<file path="src/rtl/adder_ahead_pkg.sv">
// Shared definitions for the pipelined carry-lookahead adder.
// Holds the lookahead group width, the group-count helper and the
// per-group slice of the stage-1 pipeline payload.
package adder_ahead_pkg;

  // Width of one lookahead carry unit.
  localparam int GROUP_W = 4;

  // Number of 4-bit lookahead groups covering an operand of the given width.
  function automatic int group_count(input int width);
    return width / GROUP_W;
  endfunction

  // One group's worth of stage-1 state: bitwise xor/propagate/generate
  // terms plus the group generate/propagate produced by its carry unit.
  typedef struct packed {
    logic [GROUP_W-1:0] x;
    logic [GROUP_W-1:0] p;
    logic [GROUP_W-1:0] g;
    logic               gg;
    logic               pg;
  } grp_payload_t;

endpackage

</file>
<file path="src/rtl/adder_ahead_cla4.sv">
// Combinational 4-bit lookahead carry unit.
// From bit generate/propagate terms and a carry-in it produces the carries
// out of each bit position (c[4:1]) and the group generate/propagate.
// Propagate may be OR-form (a|b); every equation holds for either form.
module adder_ahead_cla4
  import adder_ahead_pkg::*;
(
  input  logic [GROUP_W-1:0] g,
  input  logic [GROUP_W-1:0] p,
  input  logic               c_in,
  output logic [GROUP_W:1]   c,
  output logic               grp_g,
  output logic               grp_p
);

  // Group terms are a pure sum-of-products over the four bits.
  assign grp_g = g[3]
               | (p[3] & g[2])
               | (p[3] & p[2] & g[1])
               | (p[3] & p[2] & p[1] & g[0]);

  assign grp_p = &p;

  // Each bit carry is expanded in full so no carry depends on another one.
  assign c[1] = g[0]
              | (p[0] & c_in);

  assign c[2] = g[1]
              | (p[1] & g[0])
              | (p[1] & p[0] & c_in);

  assign c[3] = g[2]
              | (p[2] & g[1])
              | (p[2] & p[1] & g[0])
              | (p[2] & p[1] & p[0] & c_in);

  assign c[4] = grp_g | (grp_p & c_in);

endmodule

</file>
<file path="src/rtl/adder_ahead_pipe.sv">
// Two-stage pipelined carry-lookahead adder with valid/ready on both sides.
// Stage 1 registers bitwise x/p/g terms, per-group G/P and the carry-in.
// Stage 2 resolves group carries by lookahead, expands them into bit carries
// with one lookahead unit per group, and registers sum and carry-out.
// Optional feature macro: ADDER_AHEAD_OVF_EN adds the signed-overflow
// output ovf_o, computed from operand MSBs carried through stage 1.
// WIDTH must be a multiple of 4 and at least 4.
module adder_ahead_pipe
  import adder_ahead_pkg::*;
#(
  parameter int WIDTH = 32
) (
  input  logic             clk_i,
  input  logic             rst_i,
  input  logic             valid_i,
  output logic             ready_o,
  input  logic [WIDTH-1:0] a_i,
  input  logic [WIDTH-1:0] b_i,
  input  logic             cin_i,
  output logic             valid_o,
  input  logic             ready_i,
  output logic [WIDTH-1:0] sum_o,
`ifdef ADDER_AHEAD_OVF_EN
  output logic             ovf_o,
`endif
  output logic             cout_o
);

  localparam int NG = group_count(WIDTH);

  // Full stage-1 payload: every group slice plus carry-in (and MSBs for ovf).
  typedef struct packed {
    grp_payload_t [NG-1:0] grp;
    logic                  cin;
`ifdef ADDER_AHEAD_OVF_EN
    logic                  a_msb;
    logic                  b_msb;
`endif
  } s1_payload_t;

  // ---------------------------------------------------------------------
  // Handshake
  // ---------------------------------------------------------------------
  logic v1;
  logic v2;
  logic ld1;
  logic ld2;

  // Stage 2 can take new data when empty or when its result leaves now;
  // stage 1 can take new data when empty or when it drains into stage 2.
  assign ld2     = !v2 || ready_i;
  assign ld1     = !v1 || ld2;
  assign ready_o = ld1;
  assign valid_o = v2;

  // ---------------------------------------------------------------------
  // Stage 1: per-bit terms and group generate/propagate
  // ---------------------------------------------------------------------
  logic [WIDTH-1:0]     g_bit;
  logic [WIDTH-1:0]     p_bit;
  logic [WIDTH-1:0]     x_bit;
  logic [NG-1:0]        s1_gg;
  logic [NG-1:0]        s1_pg;
  logic [GROUP_W*NG-1:0] unused_s1_c;

  assign g_bit = a_i & b_i;
  assign p_bit = a_i | b_i;
  assign x_bit = a_i ^ b_i;

  // Only G/P are needed from these units; their bit carries are discarded.
  for (genvar k = 0; k < NG; k++) begin : g_s1_cla
    adder_ahead_cla4 u_cla (
      .g     (g_bit[GROUP_W*k +: GROUP_W]),
      .p     (p_bit[GROUP_W*k +: GROUP_W]),
      .c_in  (1'b0),
      .c     (unused_s1_c[GROUP_W*k +: GROUP_W]),
      .grp_g (s1_gg[k]),
      .grp_p (s1_pg[k])
    );
  end

  s1_payload_t s1_next;
  s1_payload_t s1_q;

  // Pack the stage-1 terms into one payload word.
  // NOTE: every variable assigned in always_comb gets a default first, so no path can leave it unassigned and infer a latch.
  always_comb begin
    s1_next = '0;
    for (int k = 0; k < NG; k++) begin
      s1_next.grp[k].x  = x_bit[GROUP_W*k +: GROUP_W];
      s1_next.grp[k].p  = p_bit[GROUP_W*k +: GROUP_W];
      s1_next.grp[k].g  = g_bit[GROUP_W*k +: GROUP_W];
      s1_next.grp[k].gg = s1_gg[k];
      s1_next.grp[k].pg = s1_pg[k];
    end
    s1_next.cin = cin_i;
`ifdef ADDER_AHEAD_OVF_EN
    s1_next.a_msb = a_i[WIDTH-1];
    s1_next.b_msb = b_i[WIDTH-1];
`endif
  end

  // Stage-1 register: advances only on load, captures data only with valid.
  // NOTE: sequential state uses non-blocking assignments so every register samples pre-edge values regardless of block order.
  always_ff @(posedge clk_i) begin
    if (rst_i) begin
      v1   <= 1'b0;
      s1_q <= '0;
    end else if (ld1) begin
      v1 <= valid_i;
      if (valid_i) begin
        s1_q <= s1_next;
      end
    end
  end

  // ---------------------------------------------------------------------
  // Stage 2: group carry lookahead, bit carries, sum
  // ---------------------------------------------------------------------
  logic [WIDTH-1:0] r_x;
  logic [WIDTH-1:0] r_p;
  logic [WIDTH-1:0] r_g;
  logic [NG-1:0]    r_gg;
  logic [NG-1:0]    r_pg;

  // Unpack the registered payload into flat bit and group vectors.
  always_comb begin
    r_x  = '0;
    r_p  = '0;
    r_g  = '0;
    r_gg = '0;
    r_pg = '0;
    for (int k = 0; k < NG; k++) begin
      r_x[GROUP_W*k +: GROUP_W] = s1_q.grp[k].x;
      r_p[GROUP_W*k +: GROUP_W] = s1_q.grp[k].p;
      r_g[GROUP_W*k +: GROUP_W] = s1_q.grp[k].g;
      r_gg[k]                   = s1_q.grp[k].gg;
      r_pg[k]                   = s1_q.grp[k].pg;
    end
  end

  logic [NG:0] c_grp;

  // Second lookahead level: each group carry-in is an independent
  // sum-of-products of group G/P and cin, so no carry waits on another.
  // With a single group this reduces to c[1] = G | P&cin.
  always_comb begin : group_lookahead
    logic acc;
    logic term;
    c_grp    = '0;
    acc      = 1'b0;
    term     = 1'b0;
    c_grp[0] = s1_q.cin;
    for (int k = 0; k < NG; k++) begin
      acc = s1_q.cin;
      for (int m = 0; m <= k; m++) begin
        acc = acc & r_pg[m];
      end
      for (int j = 0; j <= k; j++) begin
        term = r_gg[j];
        for (int m = j + 1; m <= k; m++) begin
          term = term & r_pg[m];
        end
        acc = acc | term;
      end
      c_grp[k+1] = acc;
    end
  end

  logic [WIDTH-1:0]            carry_in_bit;
  logic [(GROUP_W-1)*NG-1:0]   s2_c;
  logic [NG-1:0]               unused_s2_c4;
  logic [NG-1:0]               unused_s2_gg;
  logic [NG-1:0]               unused_s2_pg;

  // Per-group lookahead expands each group carry-in into bit carries.
  // The group's own carry-out is already known from the level above.
  for (genvar k = 0; k < NG; k++) begin : g_s2_cla
    adder_ahead_cla4 u_cla (
      .g     (r_g[GROUP_W*k +: GROUP_W]),
      .p     (r_p[GROUP_W*k +: GROUP_W]),
      .c_in  (c_grp[k]),
      .c     ({unused_s2_c4[k], s2_c[(GROUP_W-1)*k +: (GROUP_W-1)]}),
      .grp_g (unused_s2_gg[k]),
      .grp_p (unused_s2_pg[k])
    );

    assign carry_in_bit[GROUP_W*k]                   = c_grp[k];
    assign carry_in_bit[GROUP_W*k+1 +: (GROUP_W-1)] = s2_c[(GROUP_W-1)*k +: (GROUP_W-1)];
  end

  logic [WIDTH-1:0] sum_next;
  assign sum_next = r_x ^ carry_in_bit;

  logic [WIDTH-1:0] sum_q;
  logic             cout_q;

`ifdef ADDER_AHEAD_OVF_EN
  logic ovf_q;

  // Overflow register shares stage 2's load and hold behaviour.
  always_ff @(posedge clk_i) begin
    if (rst_i) begin
      ovf_q <= 1'b0;
    end else if (ld2 && v1) begin
      ovf_q <= (s1_q.a_msb == s1_q.b_msb) && (sum_next[WIDTH-1] != s1_q.a_msb);
    end
  end

  assign ovf_o = ovf_q;
`endif

  // Stage-2 register: holds its result while the consumer stalls.
  // NOTE: result registers are reset (not left to power-up) because their value is visible on the ports right after reset.
  always_ff @(posedge clk_i) begin
    if (rst_i) begin
      v2     <= 1'b0;
      sum_q  <= '0;
      cout_q <= 1'b0;
    end else if (ld2) begin
      v2 <= v1;
      if (v1) begin
        sum_q  <= sum_next;
        cout_q <= c_grp[NG];
      end
    end
  end

  assign sum_o  = sum_q;
  assign cout_o = cout_q;

endmodule
</file>
<file path="config.mk">
export PLATFORM = sky130hd
export DESIGN_NAME = adder_ahead_pipe
export DESIGN_NICKNAME = d
export VERILOG_FILES = /design/src/rtl/adder_ahead_pkg.sv /design/src/rtl/adder_ahead_cla4.sv /design/src/rtl/adder_ahead_pipe.sv
export SDC_FILE = /design/constraint.sdc
export NUM_CORES = 1
export LEC_CHECK = 0
export CORE_MARGIN = 10
export CORE_UTILIZATION = 35
export CTS_CLUSTER_SIZE = 10
export DETAILED_ROUTE_END_ITERATION = 7
export GPL_TIMING_DRIVEN = 0
export HOLD_SLACK_MARGIN = 0.03
export SYNTH_ARGS = -nofsm -noshare
export SYNTH_HDL_FRONTEND = slang
export SYNTH_SLANG_ARGS = --single-unit
</file>
<file path="constraint.sdc">
create_clock -name clk_i -period 1.9 [get_ports clk_i]
set_input_delay 0.38 -clock clk_i [delete_from_list [all_inputs] [get_ports clk_i]]
set_output_delay 0.38 -clock clk_i [all_outputs]
set_load 0.02 [all_outputs]
</file>
==> results of run 1 <==
[stage by stage]
| stage | util (%) | worst slack [ps] | power (W) | area (um2) |
|---|---|---|---|---|
| finish | 47.2 | 40.1 | 0.00730 | 8590 |
| global route | 47.2 | -9.65 | 0.00759 | 8590 |
| CTS | 46.7 | 1.85 | 0.00729 | 8490 |
| detailed placement | 43.2 | -847 | 0.00423 | 7870 |
| global placement | 43.2 | -883 | 0.00422 | 7870 |
| floorplan | - | 78.1 | 0.00371 | 6550 |
[cells in the final DEF, fill, tap and decap left out, types with 2 or more instances in the layout]
master | Yosys | layout
o21bai_1 | 9 | 9
or3_1 | 3 | 3
nor4_1 | 8 | 8
nand2b_1 | 2 | 2
nand4_1 | 4 | 4
o21ai_4 | 0 | 2
clkbuf_16 | 0 | 17
nor2_1 | 54 | 54
or2_2 | 2 | 2
clkbuf_8 | 0 | 4
nand3_1 | 28 | 28
nand2_1 | 152 | 150
buf_4 | 0 | 12
a211oi_2 | 0 | 3
inv_1 | 74 | 74
and2_1 | 2 | 2
or4_1 | 2 | 2
clkbuf_4 | 0 | 8
xor2_1 | 15 | 15
a311o_1 | 4 | 4
a21oi_1 | 101 | 101
a21o_1 | 13 | 13
nor4b_1 | 6 | 5
xnor2_1 | 3 | 3
clkbuf_1 | 34 | 8
and3_1 | 2 | 2
ha_1 | 64 | 64
nand2_2 | 0 | 2
nand3b_1 | 4 | 4
a211oi_1 | 27 | 24
o21ai_0 | 24 | 24
nor3_1 | 12 | 11
clkdlybuf4s50_1 | 0 | 102
clkbuf_2 | 0 | 23
dfxtp_1 | 132 | 129
buf_2 | 9 | 4
clkinv_2 | 0 | 4
a31oi_1 | 9 | 9
dfxtp_2 | 0 | 2
[logic make-up (layout without fill, tap and decap cells)]
kind of cell             Yosys count  after routing
AND/OR/NAND/NOR                  283            283
buffers and inverters            120            259
adder cells (fa/ha/maj)           64             64
XOR/XNOR                          18             18
AO/OA/AOI/OAI                    202            202
multiplexers                       1              1
flip-flops                       132            132
[worst min-delay path by stage]
stage                                     start               endpoint  slack [ps]  cells past startpoint
after detailed placement   r_g[30]$_SDFFE_PP0P_   r_g[30]$_SDFFE_PP0P_         450                      2
after global routing       r_g[30]$_SDFFE_PP0P_   r_g[30]$_SDFFE_PP0P_         470                      2
after floorplan            r_pg[4]$_SDFFE_PP0P_   r_pg[4]$_SDFFE_PP0P_         430                      2
final                     sum_o[2]$_SDFFE_PP0P_  sum_o[2]$_SDFFE_PP0P_         450                      2
after CTS                 sum_o[1]$_SDFFE_PP0P_  sum_o[1]$_SDFFE_PP0P_         460                      2
after global placement     r_pg[4]$_SDFFE_PP0P_   r_pg[4]$_SDFFE_PP0P_         440                      2
[sequential cells by signal, indices dropped and copies added (netlist names)]
name	flops
r_x	32
sum_o	32
r_g	24
r_p	24
r_pg	8
r_gg	7
c_grp	1
cout_o	1
group_lookahead.term	1
v1	1
valid_o	1
[final cells by class]
| type | count | area share, % |
|---|---|---|
| inverters | 75 | 3.28 |
| repair buffers | 109 | 12.5 |
| flip-flops and latches | 132 | 30.8 |
| plain buffers | 45 | 3.04 |
| clock buffers | 25 | 5.77 |
| multi-input cells | 568 | 40.7 |
| well taps | 229 | 3.33 |
| clock inverters | 5 | 0.582 |
[power breakdown]
| part | internal (W) | switching, W |
|---|---|---|
| Clock | 0.00191 | 0.00115 |
| Sequential | 0.00294 | 0.000146 |
| Combinational | 0.000508 | 0.000642 |
| Total | 0.00536 | 0.00194 |
[worst max-delay path: stages]
cell and delay [ps]:
clkdlybuf4s50_1 490, nor2b_2 190, nand2_1 150, and2_1 190, clkbuf_1 110, clkbuf_4 190, buf_4 220, a211oi_1 250
[per-layer routing]
layer / GRT usage [%] / vias up / share of wire, %
met5: 0 / - / 0
met4: 5.75 / 0 / 1.5
met3: 3.76 / 20 / 6.4
met2: 27.8 / 207 / 46
met1: 22.6 / 2876 / 46
li1: - / 3028 / -
[repair_timing]
action	in CTS	in global routing
resized for setup	40	41
buffers inserted	2	4
endpoints found under the setup margin	133	112
hold endpoints to repair	0	0
hold buffers	0	0
pin swaps	2	5
==> reports/summary.txt, run 1 <==
status -> complete, no violations
Worst Path Max Fanout -> 10
share of layout cells above drive strength 1 -> 9.59%
Seq. cell area -> 2650 um2
initial antenna violation count -> 0
mux contribution to synthesized area -> 0.172%
drt via density -> 5.16
CTS tree -> yes
XOR/XNOR Fraction of Synth Area -> 2.41%
Pwr per Cell Area -> 850 nW/um2
non-filler instance count after layout -> 1188
cell with the most instances after synthesis -> nand2_1
largest net degree at the start of global routing -> 17
net count after synthesis -> 953
Post-synth top cells -> nand2_1 (152), dfxtp_1 (132), a21oi_1 (101), inv_1 (74), ha_1 (64)
top cell type's share of synthesized area -> 40.4%
WP data required -> 2230 ps
Final min period -> 1860 ps
Mean Syn Cell Area -> 7.99 um2
fmax -> 538 MHz
crit end category -> register
die height -> 157 um
leading register cell type out of synthesis -> dfxtp_1
port buffer count -> 103
Synth area leaders -> dfxtp_1 (40%), ha_1 (12%), nand2_1 (8.7%)
ANT nets after route -> 0
Syn Std Cell Area -> 6550 um2
largest family of logic cells by synthesized area -> compound AO/OA/AOI/OAI gates
GRT overflow -> 0
clock sinks -> 132
drt first pass iters -> 5
post-synthesis compound-gate area fraction -> 19.0%
diodes inserted -> 0
Die ar. -> 24600 um2
final hold vios -> 0
final wirelength -> 21.6 mm
area of the multi-input gates -> 3500 um2
number of I/O pins -> 104
Initial Utilization -> 36.0%
Worst Path Arrival -> 2190 ps
WL/cell -> 18.2 um
fill cell count -> 1803
Clock Latency Late Sink -> 420 ps
drc violations -> 0
fin crit share -> 97.9%
sequential cell area fraction in the yosys report -> 40.4%
reg2reg setup slack -> 50 ps
leading area contributor after synthesis -> dfxtp_1
clock slew at reported path FFs -> 60 ps
Final HPWL DP -> 15.5 mm
r2r endpoint -> sum_o[30]$_SDFFE_PP0P_
kind of critical path -> input pin to register
die width -> 157 um
Cell Rows -> 49
Synth Area in Adders -> 12.2%
Yosys Warn Count -> 0
P&R area growth vs syn -> 31.2%
slew margin rel. -> 51.4%
Post-Synth Simple-Gate Area -> 18.8%
H-tree depth -> 4
worst vdd ir -> 584 uV
flops & latches, synth -> 132
Yosys cell types -> 48
Post-synth EDFFs -> 0
Worst R2R Start -> c_grp[0]$_SDFFE_PP0P_
Syn Inst Count -> 820
setup violators final -> 0
Post-synth ARST share -> 0%
Slew Limit Fails -> 0
clk buf depth -> 2
Worst Hold Class -> register to register
initial drt markers -> 517
Via Count -> 6131
Tightest Pin Transition -> 729 ps
leakage dissipation -> 3.74 nW
gpl congestion -> 0.832
Root Driver -> clkbuf_16
CTS buffer count -> 17
Tot GR Track Use -> 17.3%
Core ar. -> 18200 um2
max_cap viols -> 0
FF-to-FF path depth -> 6
CP startpoint kind -> input pin
Placed Instances -> 1152
crit path capture -> r_p[26]$_SDFFE_PP0P_
global-route wire length before repair -> 32.9 mm
setup tns final -> 0 ps
launch point of the worst path -> ready_i
Worst Skew -> 12.3 ps
Hold WS -> 452 ps
Total Nets Final -> 1081
vias in the first global route -> 5951
Power figures use the tool's default switching activity.
==> run 2, diff against run 1 <==
==> constraint.sdc (replaced) <==
create_clock -name clk_i -period 2.1 [get_ports clk_i]
set_input_delay 0.63 -clock clk_i [delete_from_list [all_inputs] [get_ports clk_i]]
set_output_delay 0.63 -clock clk_i [all_outputs]
set_load 0.02 [all_outputs]
==> reports/summary.txt, run 2 (synthesized netlist as in run 1, its figures left out) <==
post-layout util -> 46.6% (was 47.2%)
Worst Path Max Fanout -> 2 (was 10)
slew margin rel. -> 50.9% (was 51.4%)
CP startpoint kind -> register (was input pin)
Placement Cell Area -> 7870 um2 (unchanged)
r2r endpoint -> sum_o[27]$_SDFFE_PP0P_ (was sum_o[30]$_SDFFE_PP0P_)
cell area after layout -> 8490 um2 (was 8590 um2)
Via Count -> 6107 (was 6131)
kind of critical path -> register to output port (was input pin to register)
final hold vios -> 0 (unchanged)
gpl congestion -> 0.832 (unchanged)
Endpoint, Worst Hold -> sum_o[2]$_SDFFE_PP0P_ (unchanged)
RSZ-0062 raised after global routing -> no
GRT overflow -> 0 (unchanged)
drt via density -> 5.16 (about the same)
post-place setup slack -> -897 ps (was -847 ps)
Worst Skew -> 9.43 ps (was 12.3 ps)
Worst Hold Class -> register to register (unchanged)
hold_buf cts -> 0 (unchanged)
Final min period -> 2070 ps
Total Nets Final -> 1076 (was 1081)
Final HPWL DP -> 15.5 mm (unchanged)
launch point of the worst path -> sum_o[19]$_SDFFE_PP0P_ (was ready_i)
final worst slack -> 29.9 ps (was 40.1 ps)
fin crit share -> 98.6%
diodes inserted -> 0 (unchanged)
status -> complete, no violations (unchanged)
global-route wire length before repair -> 32.8 mm (was 32.9 mm)
Slew Limit Fails -> 0 (unchanged)
Initial Utilization -> 36.0% (unchanged)
Top Family by Delay on Critical Path -> buffers and inverters (unchanged)
fmax -> 483 MHz
CTS tree -> yes (unchanged)
WHS Path Cells -> 2 (unchanged)
most frequent cells in the layout -> nand2_1 (152), dfxtp_1 (132), a21oi_1 (101) (was nand2_1 (150), dfxtp_1 (129), clkdlybuf4s50_1 (102))
final wirelength -> 21.4 mm (was 21.6 mm)
Pwr per Cell Area -> 773 nW/um2 (was 850 nW/um2)
die height -> 157 um (unchanged)
Clock Latency Late Sink -> 420 ps (about the same)
setup tns final -> 0 ps (unchanged)
clk buf depth -> 2 (unchanged)
Hold WS -> 451 ps (was 452 ps)
setup violators final -> 0 (unchanged)
ANT nets after route -> 0 (unchanged)
WP data required -> 1470 ps (was 2230 ps)
largest net degree at the start of global routing -> 17 (unchanged)
Root Driver -> clkbuf_16 (unchanged)
port buffer count -> 103 (unchanged)
Die ar. -> 24600 um2 (unchanged)
Worst R2R Start -> c_grp[0]$_SDFFE_PP0P_ (unchanged)
Tightest Pin Transition -> 736 ps (was 729 ps)
reg2reg setup slack -> 60 ps (was 50 ps)
Worst Path Arrival -> 1440 ps (was 2190 ps)
most common cell after layout, fill and taps aside -> nand2_1 (unchanged)
critical-path cell with the highest stage delay -> clkdlybuf4s50_1 (unchanged)
drt first pass iters -> 5 (unchanged)
worst vdd ir -> 518 uV (was 584 uV)
worst-path cell chain -> clkdlybuf4s50_1 (was clkdlybuf4s50_1 -> nor2b_2 -> nand2_1 -> and2_1 -> clkbuf_1 -> clkbuf_4 -> buf_4 -> a211oi_1)
clock sinks -> 132 (unchanged)
FF-to-FF path depth -> 5 (was 6)
leakage dissipation -> 3.80 nW (was 3.74 nW)
Cell Rows -> 49 (unchanged)
Core ar. -> 18200 um2 (unchanged)
clock slew at reported path FFs -> 50 ps (was 60 ps)
H-tree depth -> 4 (unchanged)
share of layout cells above drive strength 1 -> 7.97% (was 9.59%)
Tot GR Track Use -> 17.3% (about the same)
CP bufs+invs -> 1 (was 4)
WL/cell -> 18.1 um (was 18.2 um)
hold path startpoint -> sum_o[2]$_SDFFE_PP0P_ (unchanged)
initial antenna violation count -> 0 (unchanged)
crit end category -> output port (was register)
drc violations -> 0 (unchanged)
vias in the first global route -> 5922 (was 5951)
P&R area growth vs syn -> 29.7% (was 31.2%)
crit-path max cell delay -> 640 ps (was 490 ps)
die width -> 157 um (unchanged)
number of I/O pins -> 104 (unchanged)
CTS buffer count -> 17 (unchanged)
initial drt markers -> 530 (was 517)
max_cap viols -> 0 (unchanged)
run 2: cell types whose count changed in the layout (fill, tap and decap cells not counted), sizes merged:
cell,previous run,this run
dlymetal6s2s,0,6
clkdlybuf4s50,102,96
clkbuf,60,58
buf,17,14
run 2: repair_timing:
item                       4_1_cts  5_1_grt
buffers inserted                 1        0
setup endpoints to repair      131      106
resized for setup               44        9
gates cloned                     0        0
run 2: worst max path at each step:
stage | to | slack [ps] | cells after the start
final | sum_o[19] | 30 | 1
after global routing | sum_o[19] | 1 | 1
after CTS | ready_o | -110 | 4
after detailed placement | sum_o[11]$_SDFFE_PP0P_ | -900 | 7
after global placement | sum_o[8]$_SDFFE_PP0P_ | -930 | 7
after floorplan | r_p[0]$_SDFFE_PP0P_ | 150 | 7
run 2: final cells by class:
class | count | area [um2]
Clock inverter | 5 | 50.0
Clock buffer | 25 | 495
Tap cell | 229 | 287
Buffer | 45 | 240
Multi-Input combinational cell | 568 | 3450
Sequential cell | 132 | 2640
Fill cell | 1812 | 9720
Timing Repair Buffer | 104 | 1050
Inverter | 75 | 282
run 2: power breakdown:
group / internal [W] / switching, W / leakage, nW
combinational: 0.000435 / 0.000569 / 2.44
clock: 0.00173 / 0.00104 / 0.273
sequential: 0.00266 / 0.000128 / 1.09
total: 0.00483 / 0.00173 / 3.80
run 2: stage by stage:
stage                     total power (W)  cells
after floorplan                   0.00336    820
after global placement            0.00382   1152
after detailed placement          0.00382   1152
after CTS                         0.00658   1183
after global routing              0.00683   1183
final                             0.00656   1183
run 2: per-layer routing:
| layer | wire length [um] | share of wire [%] | vias to the layer above | track usage [%] |
|---|---|---|---|---|
| met5 | 0 | 0 | - | 0 |
| met4 | 400 | 1.9 | 0 | 5.84 |
| met3 | 1370 | 6.4 | 28 | 3.78 |
| met2 | 9810 | 46 | 197 | 27.6 |
| met1 | 9790 | 46 | 2862 | 22.6 |
| li1 | - | - | 3020 | - |
